File: src/rtl/filter_stream_responder_pkg.sv
// Shared accelerator constants, channel state encoding and filter address helper
// for the filter/input stream responder.
package filter_stream_responder_pkg;

  localparam int F          = 4;
  localparam int DW         = 16;
  localparam int AW         = 12;
  localparam int NUM_LAYERS = 4;
  localparam int KW         = 6;
  localparam int CW         = 12;
  localparam int LW         = $clog2(NUM_LAYERS);
  localparam int BW         = F * DW;

  typedef logic [1:0] chan_state_t;

  localparam chan_state_t CH_IDLE   = 2'd0;
  localparam chan_state_t CH_STREAM = 2'd1;
  localparam chan_state_t CH_DONE   = 2'd2;

  // Start of filter group k: base + k*beats, wrapping inside the AW-bit buffer.
  function automatic logic [AW-1:0] filt_start_addr(
    input logic [AW-1:0] base,
    input logic [KW-1:0] k,
    input logic [CW-1:0] beats
  );
    logic [KW+CW-1:0] prod;
    prod = (KW+CW)'(k) * (KW+CW)'(beats);
    return base + prod[AW-1:0];
  endfunction

endpackage

File: src/rtl/filter_stream_responder_stream_rd_chan.sv
// One read-and-stream channel: walks a buffer region, keeps at most two beats
// outstanding, and presents them through a 2-entry FIFO with valid/ready.
module stream_rd_chan
  import filter_stream_responder_pkg::*;
(
  input  logic          clk,
  input  logic          rst,
  input  logic          req_i,
  input  logic [AW-1:0] start_addr_i,
  input  logic [CW-1:0] beats_i,
  output logic          rd_en_o,
  output logic [AW-1:0] rd_addr_o,
  input  logic [BW-1:0] rd_data_i,
  output logic          valid_o,
  input  logic          ready_i,
  output logic [BW-1:0] data_o,
  output logic          last_o,
  output logic          finish_o
);

  chan_state_t   state_q, state_d;
  logic [AW-1:0] addr_q, addr_d;
  logic [CW-1:0] beats_q, beats_d;
  logic [CW-1:0] iss_cnt_q, iss_cnt_d;
  logic [CW-1:0] acc_cnt_q, acc_cnt_d;
  logic [1:0]    credit_q, credit_d;
  logic          pend_q, pend_d;
  logic [BW-1:0] fifo_mem_q [2];
  logic          wr_ptr_q, wr_ptr_d;
  logic          rd_ptr_q, rd_ptr_d;
  logic [1:0]    fcnt_q, fcnt_d;

  logic          streaming;
  logic          xfer;
  logic          last_beat;
  logic          fifo_wr;
  logic [1:0]    credit_after;

  assign streaming    = (state_q == CH_STREAM) && req_i;
  assign valid_o      = (fcnt_q != 2'd0);
  assign xfer         = valid_o && ready_i;
  assign last_beat    = (acc_cnt_q == beats_q - CW'(1));
  // A beat accepted this cycle frees its credit for a read in the same cycle.
  assign credit_after = credit_q - 2'(xfer);
  assign rd_en_o      = streaming && (iss_cnt_q != beats_q) && (credit_after < 2'd2);
  assign rd_addr_o    = addr_q;
  assign fifo_wr      = pend_q && streaming;
  assign data_o       = valid_o ? fifo_mem_q[rd_ptr_q] : '0;
  assign last_o       = valid_o && last_beat;
  assign finish_o     = (state_q == CH_DONE) && req_i;

  always_comb begin
    state_d   = state_q;
    addr_d    = addr_q;
    beats_d   = beats_q;
    iss_cnt_d = iss_cnt_q;
    acc_cnt_d = acc_cnt_q;
    credit_d  = credit_q;
    pend_d    = rd_en_o;
    case (state_q)
      CH_IDLE: begin
        if (req_i) begin
          addr_d    = start_addr_i;
          beats_d   = beats_i;
          iss_cnt_d = '0;
          acc_cnt_d = '0;
          credit_d  = '0;
          state_d   = (beats_i == '0) ? CH_DONE : CH_STREAM;
        end
      end
      CH_STREAM: begin
        if (!req_i) begin
          state_d  = CH_IDLE;
          credit_d = '0;
        end else begin
          if (rd_en_o) begin
            addr_d    = addr_q + AW'(1);
            iss_cnt_d = iss_cnt_q + CW'(1);
          end
          if (xfer) begin
            acc_cnt_d = acc_cnt_q + CW'(1);
            if (last_beat) begin
              state_d = CH_DONE;
            end
          end
          credit_d = credit_after + 2'(rd_en_o);
        end
      end
      CH_DONE: begin
        if (!req_i) begin
          state_d = CH_IDLE;
        end
      end
      default: state_d = CH_IDLE;
    endcase
  end

  // Leaving STREAM (abort or completion) empties the FIFO and drops any late read data.
  always_comb begin
    wr_ptr_d = wr_ptr_q;
    rd_ptr_d = rd_ptr_q;
    fcnt_d   = fcnt_q;
    if (!streaming) begin
      wr_ptr_d = 1'b0;
      rd_ptr_d = 1'b0;
      fcnt_d   = 2'd0;
    end else begin
      if (fifo_wr) begin
        wr_ptr_d = ~wr_ptr_q;
      end
      if (xfer) begin
        rd_ptr_d = ~rd_ptr_q;
      end
      fcnt_d = fcnt_q + 2'(fifo_wr) - 2'(xfer);
    end
  end

  always_ff @(posedge clk) begin
    if (rst) begin
      state_q   <= CH_IDLE;
      addr_q    <= '0;
      beats_q   <= '0;
      iss_cnt_q <= '0;
      acc_cnt_q <= '0;
      credit_q  <= '0;
      pend_q    <= 1'b0;
      wr_ptr_q  <= 1'b0;
      rd_ptr_q  <= 1'b0;
      fcnt_q    <= '0;
    end else begin
      state_q   <= state_d;
      addr_q    <= addr_d;
      beats_q   <= beats_d;
      iss_cnt_q <= iss_cnt_d;
      acc_cnt_q <= acc_cnt_d;
      credit_q  <= credit_d;
      pend_q    <= pend_d;
      wr_ptr_q  <= wr_ptr_d;
      rd_ptr_q  <= rd_ptr_d;
      fcnt_q    <= fcnt_d;
    end
  end

  always_ff @(posedge clk) begin
    if (fifo_wr) begin
      fifo_mem_q[wr_ptr_q] <= rd_data_i;
    end
  end

endmodule

File: src/rtl/filter_stream_responder.sv
// Serves filter-group and input-activation streams to a PE from two buffers,
// using one independent read channel per stream.
module filter_stream_responder
  import filter_stream_responder_pkg::*;
(
  input  logic                     clk,
  input  logic                     rst,
  input  logic                     req_filter_valid,
  input  logic [KW-1:0]            req_filter_k,
  input  logic [LW-1:0]            req_layer,
  input  logic                     req_input_valid,
  input  logic [NUM_LAYERS*AW-1:0] cfg_filt_base,
  input  logic [NUM_LAYERS*CW-1:0] cfg_filt_beats,
  input  logic [AW-1:0]            cfg_in_base,
  input  logic [CW-1:0]            cfg_in_beats,
  output logic                     fmem_rd_en,
  output logic [AW-1:0]            fmem_rd_addr,
  input  logic [BW-1:0]            fmem_rd_data,
  output logic                     imem_rd_en,
  output logic [AW-1:0]            imem_rd_addr,
  input  logic [BW-1:0]            imem_rd_data,
  output logic                     filt_valid,
  input  logic                     filt_ready,
  output logic [BW-1:0]            filt_data,
  output logic                     filt_last,
  output logic                     in_valid,
  input  logic                     in_ready,
  output logic [BW-1:0]            in_data,
  output logic                     in_last,
  output logic                     filter_finish,
  output logic                     input_finish
);

  logic [AW-1:0] filt_base_arr  [NUM_LAYERS];
  logic [CW-1:0] filt_beats_arr [NUM_LAYERS];
  logic [CW-1:0] filt_beats;
  logic [AW-1:0] filt_start;

  genvar gi;
  generate
    for (gi = 0; gi < NUM_LAYERS; gi++) begin : g_layer_cfg
      assign filt_base_arr[gi]  = cfg_filt_base[gi*AW +: AW];
      assign filt_beats_arr[gi] = cfg_filt_beats[gi*CW +: CW];
    end
  endgenerate

  assign filt_beats = filt_beats_arr[req_layer];
  assign filt_start = filt_start_addr(filt_base_arr[req_layer], req_filter_k, filt_beats);

  stream_rd_chan u_filt_chan (
    .clk          (clk),
    .rst          (rst),
    .req_i        (req_filter_valid),
    .start_addr_i (filt_start),
    .beats_i      (filt_beats),
    .rd_en_o      (fmem_rd_en),
    .rd_addr_o    (fmem_rd_addr),
    .rd_data_i    (fmem_rd_data),
    .valid_o      (filt_valid),
    .ready_i      (filt_ready),
    .data_o       (filt_data),
    .last_o       (filt_last),
    .finish_o     (filter_finish)
  );

  stream_rd_chan u_in_chan (
    .clk          (clk),
    .rst          (rst),
    .req_i        (req_input_valid),
    .start_addr_i (cfg_in_base),
    .beats_i      (cfg_in_beats),
    .rd_en_o      (imem_rd_en),
    .rd_addr_o    (imem_rd_addr),
    .rd_data_i    (imem_rd_data),
    .valid_o      (in_valid),
    .ready_i      (in_ready),
    .data_o       (in_data),
    .last_o       (in_last),
    .finish_o     (input_finish)
  );

endmodule

File: config.mk
export PLATFORM = sky130hd
export DESIGN_NAME = filter_stream_responder
export DESIGN_NICKNAME = d
export VERILOG_FILES = /design/src/rtl/filter_stream_responder_pkg.sv /design/src/rtl/filter_stream_responder_stream_rd_chan.sv /design/src/rtl/filter_stream_responder.sv
export SDC_FILE = /design/constraint.sdc
export NUM_CORES = 1
export LEC_CHECK = 0
export ABC_AREA = 1
export CAP_MARGIN = 20
export CORE_AREA = 5 5 273 248
export DETAILED_ROUTE_END_ITERATION = 7
export DIE_AREA = 0 0 278 253
export PLACE_DENSITY = 0.57
export SLEW_MARGIN = 5
export SYNTH_ARGS = -nofsm -noshare
export SYNTH_HDL_FRONTEND = slang
export SYNTH_HIERARCHICAL = 1
export SYNTH_SLANG_ARGS = --single-unit
File: constraint.sdc
create_clock -name clk -period 12.75 [get_ports clk]
set_input_delay 1.9125 -clock clk [delete_from_list [all_inputs] [get_ports clk]]
set_output_delay 1.9125 -clock clk [all_outputs]
set_load 0.02 [all_outputs]
After elaboration in Yosys (flattened, before gate mapping). Memories as Yosys holds them, arrays and structs flattened. A register that Yosys moved wholly into a read port is not among the register bits. Cells that the tools add are included.

Add/subtract/negate cells: 17. Multipliers: 1. $lt $le $gt $ge: 3. Equality and inequality tests: 22. Mux-type cells: 58. Bitwise logic cells: 7. Reductions and logical operators: 34.

Operator list (number): $mux 12 (20); $pmux 12 s2 (6); $mux 64 (2); $add 12x1->12 const B (6); $bmux 12 s2 (2); $mux 2 (16); $eq 12x12->1 (2); $logic_not 12->1 (2); $ne 12x12->1 (2); $reduce_and 4->1 (6); $sub 12x1->12 const B (2); $logic_and 1x1->1 (14); $add 12x12->12 (1); $mul 6x12->12 (1); $ne 2x2->1 const B (6); $ne 3x2->1 const B (4); $pmux 2 s3 (2); $add 2x1->2 (4); $mux 1 (8); $ne 2x1->1 const B (4); $pmux 2 s2 (2); $reduce_and 2->1 (4); $reduce_bool 2->1 (4); $sub 2x1->2 (4); 8 further kinds (18).

Bits in registers: 114. Memory bits (writable): 256. Input port bits: 262. Output and inout bits: 160. Word-level logic and storage cells: 164. Memories: 2.

Memories: u_filt_chan.fifo_mem_q (words 2, bits a word 64, rd ports 1, clocked after memory_dff 1, write ports 1, line filter_stream_responder_stream_rd_chan.sv:28) `logic [BW-1:0] fifo_mem_q [2];`; u_in_chan.fifo_mem_q (words 2, bits a word 64, rd ports 1, clocked after memory_dff 1, write ports 1, line filter_stream_responder_stream_rd_chan.sv:28).

Longest topological paths before layout. Gate-level depths: netlist of the first run.

Depth after elaboration: 8. Mapped depth: 30. Gate-level depth less buffers: 28.

Modules after synthesis. Netlist of the first run, hierarchy kept.

Modules (own cells, without submodules): stream_rd_chan (u_filt_chan) (instances 1, cells each 881, area an instance 8314.2 µm², seq. area each 5004.8 µm²); stream_rd_chan (u_in_chan) (instances 1, cells each 885, area an instance 8286.7 µm², seq. area each 5004.8 µm²); filter_stream_responder (instances 1, cells each 418, area an instance 2591.2 µm², seq. area each 0.0 µm²).

Least setup slack after synthesis of the first run. OpenSTA, ideal clock, no wires.

Path kind: input port to flip-flop. Start point: input port req_layer[1]. End point: register u_filt_chan.addr_q[11] (netlist: u_filt_chan/rd_addr_o[11]). Setup time: 0.070 ns. Arrival: 6.370 ns. Data required time: 12.680 ns. Path slack: 6.309 ns. Cell stages on the path: 29. Buffers on the path: 3. Path through: buf_4 inv_2 buf_6 clkbuf_1 nand3_1 nand2_1 inv_1 nand2_1 fa_1 fa_1 inv_1 fa_1 inv_1 fa_1 inv_1 ha_1 nand3_1 nand2_1 nand2_1 nand3_1 a31oi_1 nand3_1 nand2_1 nand2_1 nand2_1 nand2_1 nand2_1 nand3_1 a21oi_1.

Word-level cells in the longest chain between the ends: 8. Elaborated cells on any way between the ends: 11. Classes of those cells: 1 x add/sub; 1 x mul; 8 x mux; 1 x bitwise.

RTL lines: from (decl) (line filter_stream_responder.sv:10) `input logic [LW-1:0] req_layer,`; $not 2->3 (not written as such) (line filter_stream_responder.sv:47) `assign filt_beats = filt_beats_arr[req_layer];`; $bmux 12 s2 (line filter_stream_responder.sv:47); $mux 12 (not written as such) (2 in a row) (line filter_stream_responder.sv:47); named net filt_beats[0] (line filter_stream_responder.sv:36) `logic [CW-1:0] filt_beats;`; $mul 6x12->12 (line filter_stream_responder_pkg.sv:27) `prod = (KW+CW)'(k) * (KW+CW)'(beats);`; $add 12x12->12 (line filter_stream_responder_pkg.sv:28) `return base + prod[AW-1:0];`; named net filt_start[11] (line filter_stream_responder.sv:37) `logic [AW-1:0] filt_start;`; $mux 12 (line filter_stream_responder_stream_rd_chan.sv:62) `if (req_i) begin`; $pmux 12 s2 (line filter_stream_responder_stream_rd_chan.sv:60) `case (state_q)`; to (signal assigned) (line filter_stream_responder_stream_rd_chan.sv:132) `addr_q <= addr_d;`; to (decl) (line filter_stream_responder_stream_rd_chan.sv:22) `logic [AW-1:0] addr_q, addr_d;`.

The timed path passes the listed nets, and every way through them passes these cells. The select of a mux whose other input is x is not followed. A chain may end at the register's enable or synchronous reset.

Worst setup path after layout of the first run. Ends and elaborated chain as after synthesis.

==> results.md, run 1 <==
- Measured in cells, the most critical reg-to-reg path has a length of 6.
- The worst slew margin relative to its limit is between 30% and 40%.
- The worst register-to-register path ends at u_filt_chan/fifo_mem_q[0][49].
- The worst-case IR drop observed on VDD is between 70 and 80 µV.
- The met2 wirelength from detailed routing is roughly 27,000 µm.
- The critical path endpoint is u_filt_chan/rd_addr_o[11].
- The combined global-route utilization of all metal layers is 15.5%.
- The floorplan row count is 89.
- The detailed-route wire length per cell is about 17 µm.
- In this run the worst path has a maximum fanout of 32.
- Data arrives at the worst endpoint at 7790 ps.
- Synthesis instantiated 53 different standard cells from the library.
- The cell seen most often among critical-path stages is nand2_1.
- In this run the number of H-tree levels came out at 2.
- The number of nets in the layout is approximately 2,900.
- The setup clock skew after layout is between 10 and 15 ps.
- The ratio of final minimum period to clock period is a little under three fifths.
- The number of flops mapped to enable cells by yosys is about 260.
- The proportion of register bits with asynchronous set or reset after synthesis is 0%.
- Once layout is complete, the cells apart from fillers number around 3,500.
- At the pin with the least slew margin, the transition time is 948 ps.
- The DRC violation count after routing is 0.
- Synthesis inferred roughly 370 register bits.
- Summed over all nets, the half-perimeter wirelength after detailed placement is a little over 40,000 µm.
- The initial core utilization is approximately 30%.
- For this run, the slowest stage of the critical path takes 770 ps.
- The total detailed-routing wirelength is around 58,000 µm.
- The setup TNS is 0 ps.
- The critical path is of the in -> reg type.
- The most frequently used flop master after synthesis is edfxtp_1.
- The worst hold slack is 492 ps.
- The cell count after synthesis is between 2,000 and 2,500.
- The number of gates resized after CTS was 0.
- The relative area change from synthesis to final layout is 33.7%.
- Entering global routing, the biggest net connects 66 pins.
- The starting DRC count in detailed routing is ~1,100.
- The count of nets left with antenna violations once routing finished came out at 0.
- The upper clock frequency limit is around 140 MHz.
- The number of hold violations in the final report was 0.
- The total of warnings raised by yosys is 6.
- Setup repair after global routing left no endpoint under its margin.
- After clock tree synthesis, the clock-pin slew on the worst setup and hold paths is about 60 ps.
- STA classifies the critical path endpoint as a flop.
- The first global-routing pass estimated approximately 89,000 µm of wire.
- The netlist area before placement is approximately 19,000 µm².
- CTS placed an instance of clkbuf_16 at the clock tree root.
- The final critical delay including setup and external delays is between 7000 and 8000 ps.
- The leakage power summed over all cells is between 9 and 10 nW.
- For this design, the slowest cell found on the critical path is clkdlybuf4s50_1.
- During I/O placement, the number of pins put on the boundary was ~420.
- Dividing the synthesized area by the synthesized cell count gives approximately 8.8 µm².
- The number of I/O port buffers is 421.
- The number of antenna violations at the first check in global routing was 5.
- The via count is 16,300.
- The register-to-register path setup slack is 10,170 ps.
- For this block, wires on met1 add up to 25,500 µm.
- The weighted congestion reported at the end of routability-driven placement is 0.850.
- The final max-slew violation count is 0.
- The number of clock buffers added by TritonCTS is 44.
- Tracing the worst setup path back leads to its startpoint at req_layer[1].
- The residual overflow from global routing is 0.
- Dividing the detail-routed via count by the number of cells gives 4.69.
- The core area is 64,800 µm².
- The vertical extent of the die is ~250 µm.
- The placed instance count is around 3,400.
- The final design area excluding fillers is approximately 26,000 µm².
- The final core utilization is between 30% and 40%.
- The maximum clock insertion buffer count is 3.
- The die width is between 200 and 300 µm.
- Leaving out fill and tap cells, the most frequent cell in the layout is nand2_1.
- The count of clock tree sinks is 372.
- The post-CTS setup buffer count is 0.
- The area after detailed placement is 24,200 µm².
- The max-cap violation count is 0.
- The required time at the worst-slack endpoint is 13,230 ps.
- The library cells used most frequently in the layout, excluding fill and tap cells, are nand2_1, clkdlybuf4s50_1, edfxtp_1, a21oi_1, inv_1.
- The part of the Yosys area used for sequential elements is a little over half.
- The highest layer touched by signal routing is met5.
- The total of hold buffers inserted after clock tree synthesis is 0.
- The number of iterations in the first detailed-routing pass is 5.
- The setup violation total in the final timing report is 0.
- The number of global-route vias before repair was roughly 16,000.
- The clock tree from TritonCTS is built.
- The power density over the cells is about 130 nW/µm².
- The clock latency of the later-clocked register in the worst-skew pair is 560 ps.
- In this run the worst hold path is classified as reg -> reg.
- The worst reg2reg path startpoint is u_filt_chan/state_q[1].
- The area enclosed by the die boundary is about 70,000 µm².
- The fraction of final layout cells with drive strength greater than 1 is between 6 and 7%.
- The length of routed met3 wiring is approximately 3300 µm.
- The worst setup path is launched from a primary input.
- The flow ran to the end, and the final reports show no timing, DRC or antenna violations.
- When the netlist entered floorplanning its net count stood at between 2,000 and 3,000.
[state kept, by name, summed over array words and instances (netlist names), 2 cells and up, named ones only]
| signal | flops |
|---|---|
| u_in_chan/credit_q | 2 |
| u_in_chan/state_q | 2 |
| u_in_chan/iss_cnt_q | 12 |
| u_in_chan/rd_addr_o | 12 |
| u_in_chan/acc_cnt_q | 12 |
| u_in_chan/fcnt_q | 2 |
| u_filt_chan/state_q | 2 |
| u_in_chan/beats_q | 12 |
| u_filt_chan/acc_cnt_q | 12 |
| u_filt_chan/rd_addr_o | 12 |
| u_in_chan/fifo_mem_q | 128 |
| u_filt_chan/beats_q | 12 |
| u_filt_chan/iss_cnt_q | 12 |
| u_filt_chan/credit_q | 2 |
| u_filt_chan/fifo_mem_q | 128 |
| u_filt_chan/fcnt_q | 2 |
[worst min path at each step]
stage / to / from / cells after the start
2_1_floorplan: u_filt_chan/acc_cnt_q[7] / u_filt_chan/acc_cnt_q[7] / 1
3_3_place_gp: flop / u_filt_chan/rd_ptr_q / 2
3_5_place_dp: flop / u_filt_chan/rd_ptr_q / 2
4_1_cts: flop / u_filt_chan/rd_ptr_q / 2
5_1_grt: u_filt_chan/rd_ptr_q / u_filt_chan/rd_ptr_q / 2
6_report: u_filt_chan/rd_ptr_q / u_filt_chan/rd_ptr_q / 2
[metal layers]
layer,GRT usage (%),vias up
li1,-,8053
met1,20.9,7737
met2,25.6,452
met3,2.76,99
met4,4.53,2
met5,0,-
[cells in the mapped netlist, types with 2 or more instances]
cell type | n | area (µm²)
nand3b_1 | 3 | 22.5
nand2_4 | 7 | 78.8
buf_1 | 8 | 30.0
a32o_1 | 9 | 90.1
nor3_4 | 2 | 32.5
a31oi_1 | 4 | 25.0
buf_2 | 4 | 20.0
o31ai_1 | 3 | 22.5
xor2_1 | 43 | 377
nor3_1 | 20 | 100
dfxtp_1 | 116 | 2320
buf_4 | 6 | 45.0
buf_6 | 7 | 78.8
nor4_1 | 9 | 56.3
a21o_1 | 3 | 22.5
a211oi_1 | 3 | 22.5
edfxtp_1 | 256 | 7690
a21oi_2 | 2 | 17.5
inv_2 | 20 | 75.1
nor2_1 | 158 | 593
nand3_1 | 127 | 636
inv_1 | 180 | 676
ha_1 | 35 | 438
o21ai_0 | 60 | 300
o21a_1 | 2 | 15.0
or2_2 | 10 | 62.6
fa_1 | 37 | 741
nand3_2 | 5 | 50.1
nand2_2 | 4 | 25.0
o21ai_1 | 2 | 10.0
nand4_1 | 24 | 150
a21oi_1 | 232 | 1160
nor3_2 | 6 | 60.1
o22ai_1 | 4 | 25.0
xnor2_1 | 21 | 184
nand2_1 | 666 | 2500
nor2_2 | 12 | 75.1
clkbuf_1 | 59 | 221
[through the flow]
step | setup slack (ps) | power (mW)
detailed placement | 4940 | 2.22
global route | 4930 | 3.66
global placement | 5030 | 2.21
finish | 5450 | 3.44
CTS | 5530 | 3.49
floorplan | 6310 | 1.95
[kinds of logic after synthesis]
family | count (synthesis) | share of synthesized area (%)
buf+inv | 286 | 6.02
flops | 372 | 52.2
xor+xnor | 65 | 3.04
compound gates | 331 | 9.26
fa+ha+maj | 72 | 6.14
simple gates | 1058 | 23.4
[area by class of cell]
type                            count  area, µm²
Multi-Input combinational cell   1526       8060
Clock inverter                     24        240
Sequential cell                   372      10000
Tap cell                          864       1080
Clock buffer                       57       1190
Inverter                          202        759
Fill cell                        6439      39200
Antenna cell                        4       10.0
Timing Repair Buffer              434       4310
[critical path, delay by kind of cell]
family / cells / cell delay, ps
buffers and inverters: 5 / 1640
adder cells (fa/ha/maj): 5 / 2400
AND/OR/NAND/NOR: 11 / 920
AO/OA/AOI/OAI: 5 / 900
[where the power goes]
| group | switching [mW] | leakage (nW) | internal [mW] | total (mW) |
|---|---|---|---|---|
| clock | 0.501 | 0.690 | 0.740 | 1.24 |
| combinational | 0.484 | 5.71 | 0.368 | 0.853 |
| sequential | 0.0337 | 3.25 | 1.31 | 1.35 |
No activity file was read; power rests on OpenSTA's default activity.
==> run 2, diff against run 1 <==
--- a/config.mk
+++ b/config.mk
@@ -10,7 +10,7 @@
 export CORE_AREA = 5 5 273 248
 export DETAILED_ROUTE_END_ITERATION = 7
 export DIE_AREA = 0 0 278 253
-export PLACE_DENSITY = 0.57
+export PLACE_DENSITY = 0.59
 export SLEW_MARGIN = 5
 export SYNTH_ARGS = -nofsm -noshare
 export SYNTH_HDL_FRONTEND = slang
==> constraint.sdc (replaced) <==
create_clock -name clk -period 6.3 [get_ports clk]
set_input_delay 0.945 -clock clk [delete_from_list [all_inputs] [get_ports clk]]
set_output_delay 0.945 -clock clk [all_outputs]
set_load 0.02 [all_outputs]
==> run 2 against run 1 <==
Sequential share of layout area decreased by 0.38 points. Setup slack worse by 4700 ps. Clock skew up 13 ps. Final area grew 0.97%. Global-route usage is 0.16 points higher. Total power is 110% higher. Largest power group unchanged. Hold slack worse by 4.6 ps. Register-to-register slack worse by 6300 ps. Via count rose by 1.4%.
==> results.md, run 2 (same netlist as run 1, synthesis figures left out) <==
- The remaining antenna violation count came to 0 (unchanged).
- Of the available clock period, the critical path in the final layout requires between 80% and 90%.
- The arrival time of data at the critical path endpoint is 6050 ps (-1740 ps).
- The half-perimeter wire length of the detailed placement result came to 42,500 µm (+2.5%).
- The weighted congestion reported at the end of routability-driven placement is 0.873 (+2.7%).
- The setup clock skew after layout came to 26.5 ps (+13.0 ps).
- The leading cell type in the layout, fill and taps excluded is nand2_1.
- The die width came to 278 µm (unchanged).
- The DRC violation count after routing is 0 (unchanged).
- The setup TNS came to 0 ps (unchanged).
- The wire length of the first global-routing pass came to 89,800 µm (+1.2%).
- The measured slew at the worst slew-check pin was 957 ps (+9.14 ps).
- The area after detailed placement was 24,400 µm² (+0.92%).
- The count of fill cells added during filler insertion is 6,404 (-0.54%).
- The number of gates given a new drive strength after cts is 0 (unchanged).
- The clock tree from TritonCTS is built.
- STA classifies the critical path endpoint as a flop.
- The setup violation total in the final timing report is 0 (unchanged).
- The ratio of routed vias to standard cells was 4.72 (+0.54%).
- The number of iterations in the first detailed-routing pass is 5 (unchanged).
- The count of H-tree levels built during CTS is 2 (unchanged).
- The leakage power summed over all cells is 9.80 nW (+1.6%).
- The max-cap violation count is 0 (unchanged).
- The core area is 64,800 µm² (unchanged).
- The largest fanout of any net on the critical path is 20 (-38%).
- The total detailed-routing wirelength is 58,100 µm (+0.74%).
- The largest registers in the layout are u_filt_chan/fifo_mem_q: 128 flops, u_in_chan/fifo_mem_q: 128 flops.
- The final design area excluding fillers is 25,900 µm² (+0.97%).
- The upper clock frequency limit is between 150 and 200 MHz.
- The initial core utilization is 29.6% (unchanged).
- The clock latency of the later-clocked register in the worst-skew pair is 560 ps (about the same).
- The source of the worst hold timing path is u_filt_chan/rd_ptr_q.
- The post-CTS setup buffer count is 0 (unchanged).
- The final critical delay including setup and external delays is about 5600 ps.
- The flow ran to the end, and the final reports show no timing, DRC or antenna violations.
- The number of nets in the layout is 2,941 (+0.93%).
- The critical path starts at req_layer[0].
- The clock-pin slew on the worst setup and hold paths is 60 ps (about the same).
- The area enclosed by the die boundary is 70,300 µm² (unchanged).
- The required time at the worst-slack endpoint came to 6790 ps (-6440 ps).
- The tree is rooted in a clkbuf_16.
- The number of I/O port buffers is 421 (unchanged).
- The total CTS buffers came to 43 (-2.3%).
- The floorplan row count is 89 (unchanged).
- The vertical extent of the die is 253 µm (unchanged).
- The via count was 16,600 (+1.4%).
- The worst setup path is of the in -> reg kind.
- The pin count of the biggest net entering global routing is 66 (unchanged).
- The residual overflow from global routing is 0 (unchanged).
- The fraction of final layout cells with drive strength greater than 1 is 7.00% (+0.96 points).
- Setup repair after global routing left no endpoint under its margin.
- The maximum resistive drop on vdd is 230 µV (+190%).
- The number of global-route vias before repair came to 16,400 (+2.4%).
- The number of hold violations in the final report is 0 (unchanged).
- The worst slew margin relative to its limit is 36.2% (-0.61 points).
- The relative area change from synthesis to final layout is 35.0%.
- The top-level I/O count is 422 (unchanged).
- The starting DRC count in detailed routing came to 1,164 (+5.7%).
- The total of hold buffers inserted after clock tree synthesis is 0 (unchanged).
- Leaving out fill and tap cells, the most frequent cells in the layout are nand2_1, clkdlybuf4s50_1, edfxtp_1, a21oi_1, inv_1.
- The min-delay analysis places its worst path in the category reg -> reg.
- The maximum clock insertion buffer count came to 3 (unchanged).
- The detailed-route wire length per cell is 16.5 µm (-0.12%).
- The worst reg2reg path startpoint is u_filt_chan/state_q[1].
- The count of clock tree sinks is 372 (unchanged).
- The worst setup path is launched from a primary input.
- The power density over the cells is 274 nW/µm² (+100%).
- The combined global-route utilization of all metal layers came to 15.6% (+0.16 points).
- The final max-slew violation count came to 0 (unchanged).
- The number of antenna violations at the first check in global routing is 9 (+4).
run 2: cell count changes in the layout (fill, tap and decap cells not counted), sizes merged:
cell,change
clkinvlp,-2
clkbuf,+1
clkinv,-2
diode,+4
buf,+28
bufinv,+1
run 2: routing by layer:
metal	vias to the layer above	track usage, %	routed length (µm)	part of all wire (%)
li1	8114	-	-	-
met5	-	0	8	0.014
met4	2	5.18	1510	2.6
met3	92	3.22	3350	5.8
met1	7916	20.3	25100	43
met2	449	26.2	28100	48
run 2: critical path, stage by stage:
cell and delay, ps:
clkdlybuf4s50_1 590, buf_12 190, a21oi_1 70, a32oi_1 270, inv_1 150, nor2_1 140, fa_1 450, fa_1 510
fa_1 540, inv_1 50, fa_1 530, inv_1 50, ha_1 310, a21oi_1 150, nand2_1 90, nand2_1 60
nand3_1 60, a31oi_1 200, nand3_1 130, nand2_1 90, nand2_1 50, nand2_1 70, nand2_1 50, nand2_1 100
nand3_1 60, a21oi_1 140
run 2: final cells by class:
type                    instances  area, µm²  share of cell area (%)
multi-input cells            1526       8060                    31.1
flip-flops and latches        372      10000                    38.6
well taps                     864       1080                    4.17
clock inverters                21        243                   0.937
diodes                          8       20.0                  0.0773
clock buffers                  58       1200                    4.65
inverters                     202        759                    2.93
repair buffers                462       4530                    17.5
run 2: metrics by stage:
step | utilization (%) | worst slack (ps) | hold slack [ps] | cells | total power [mW]
6_report | 40.0 | 737 | 487 | 3513 | 7.09
4_1_cts | 39.9 | 794 | 488 | 3505 | 7.18
3_3_place_gp | 37.7 | 188 | 468 | 3426 | 4.58
5_1_grt | 40.0 | 371 | 506 | 3511 | 7.55
2_1_floorplan | - | 827 | 456 | 2184 | 3.95
3_5_place_dp | 37.7 | 189 | 477 | 3426 | 4.60
run 2: power by group:
group          internal, mW  switching [mW]  total, mW  leakage (nW)
logic                 0.834           0.993       1.83          5.85
clock network          1.55           0.988       2.53         0.706
registers              2.66          0.0689       2.73          3.25
total                  5.04            2.05       7.09          9.80
run 2: final timing paths:
kind	end	slack, ps	cells past startpoint
worst min-delay path	flop	490	2
worst max register to register	u_filt_chan/fifo_mem_q[1][47]	3830	6
worst max-delay path	u_filt_chan/rd_addr_o[11]	740	26
worst min register to register	flop	490	2
==> run 3, diff against run 2 <==
--- a/config.mk
+++ b/config.mk
@@ -11,6 +11,7 @@
 export DETAILED_ROUTE_END_ITERATION = 7
 export DIE_AREA = 0 0 278 253
 export PLACE_DENSITY = 0.59
+export SETUP_SLACK_MARGIN = 0.15
 export SLEW_MARGIN = 5
 export SYNTH_ARGS = -nofsm -noshare
 export SYNTH_HDL_FRONTEND = slang
==> results of run 3 <==
No change in the layout: final DEF, timing and power equal those of run 2.
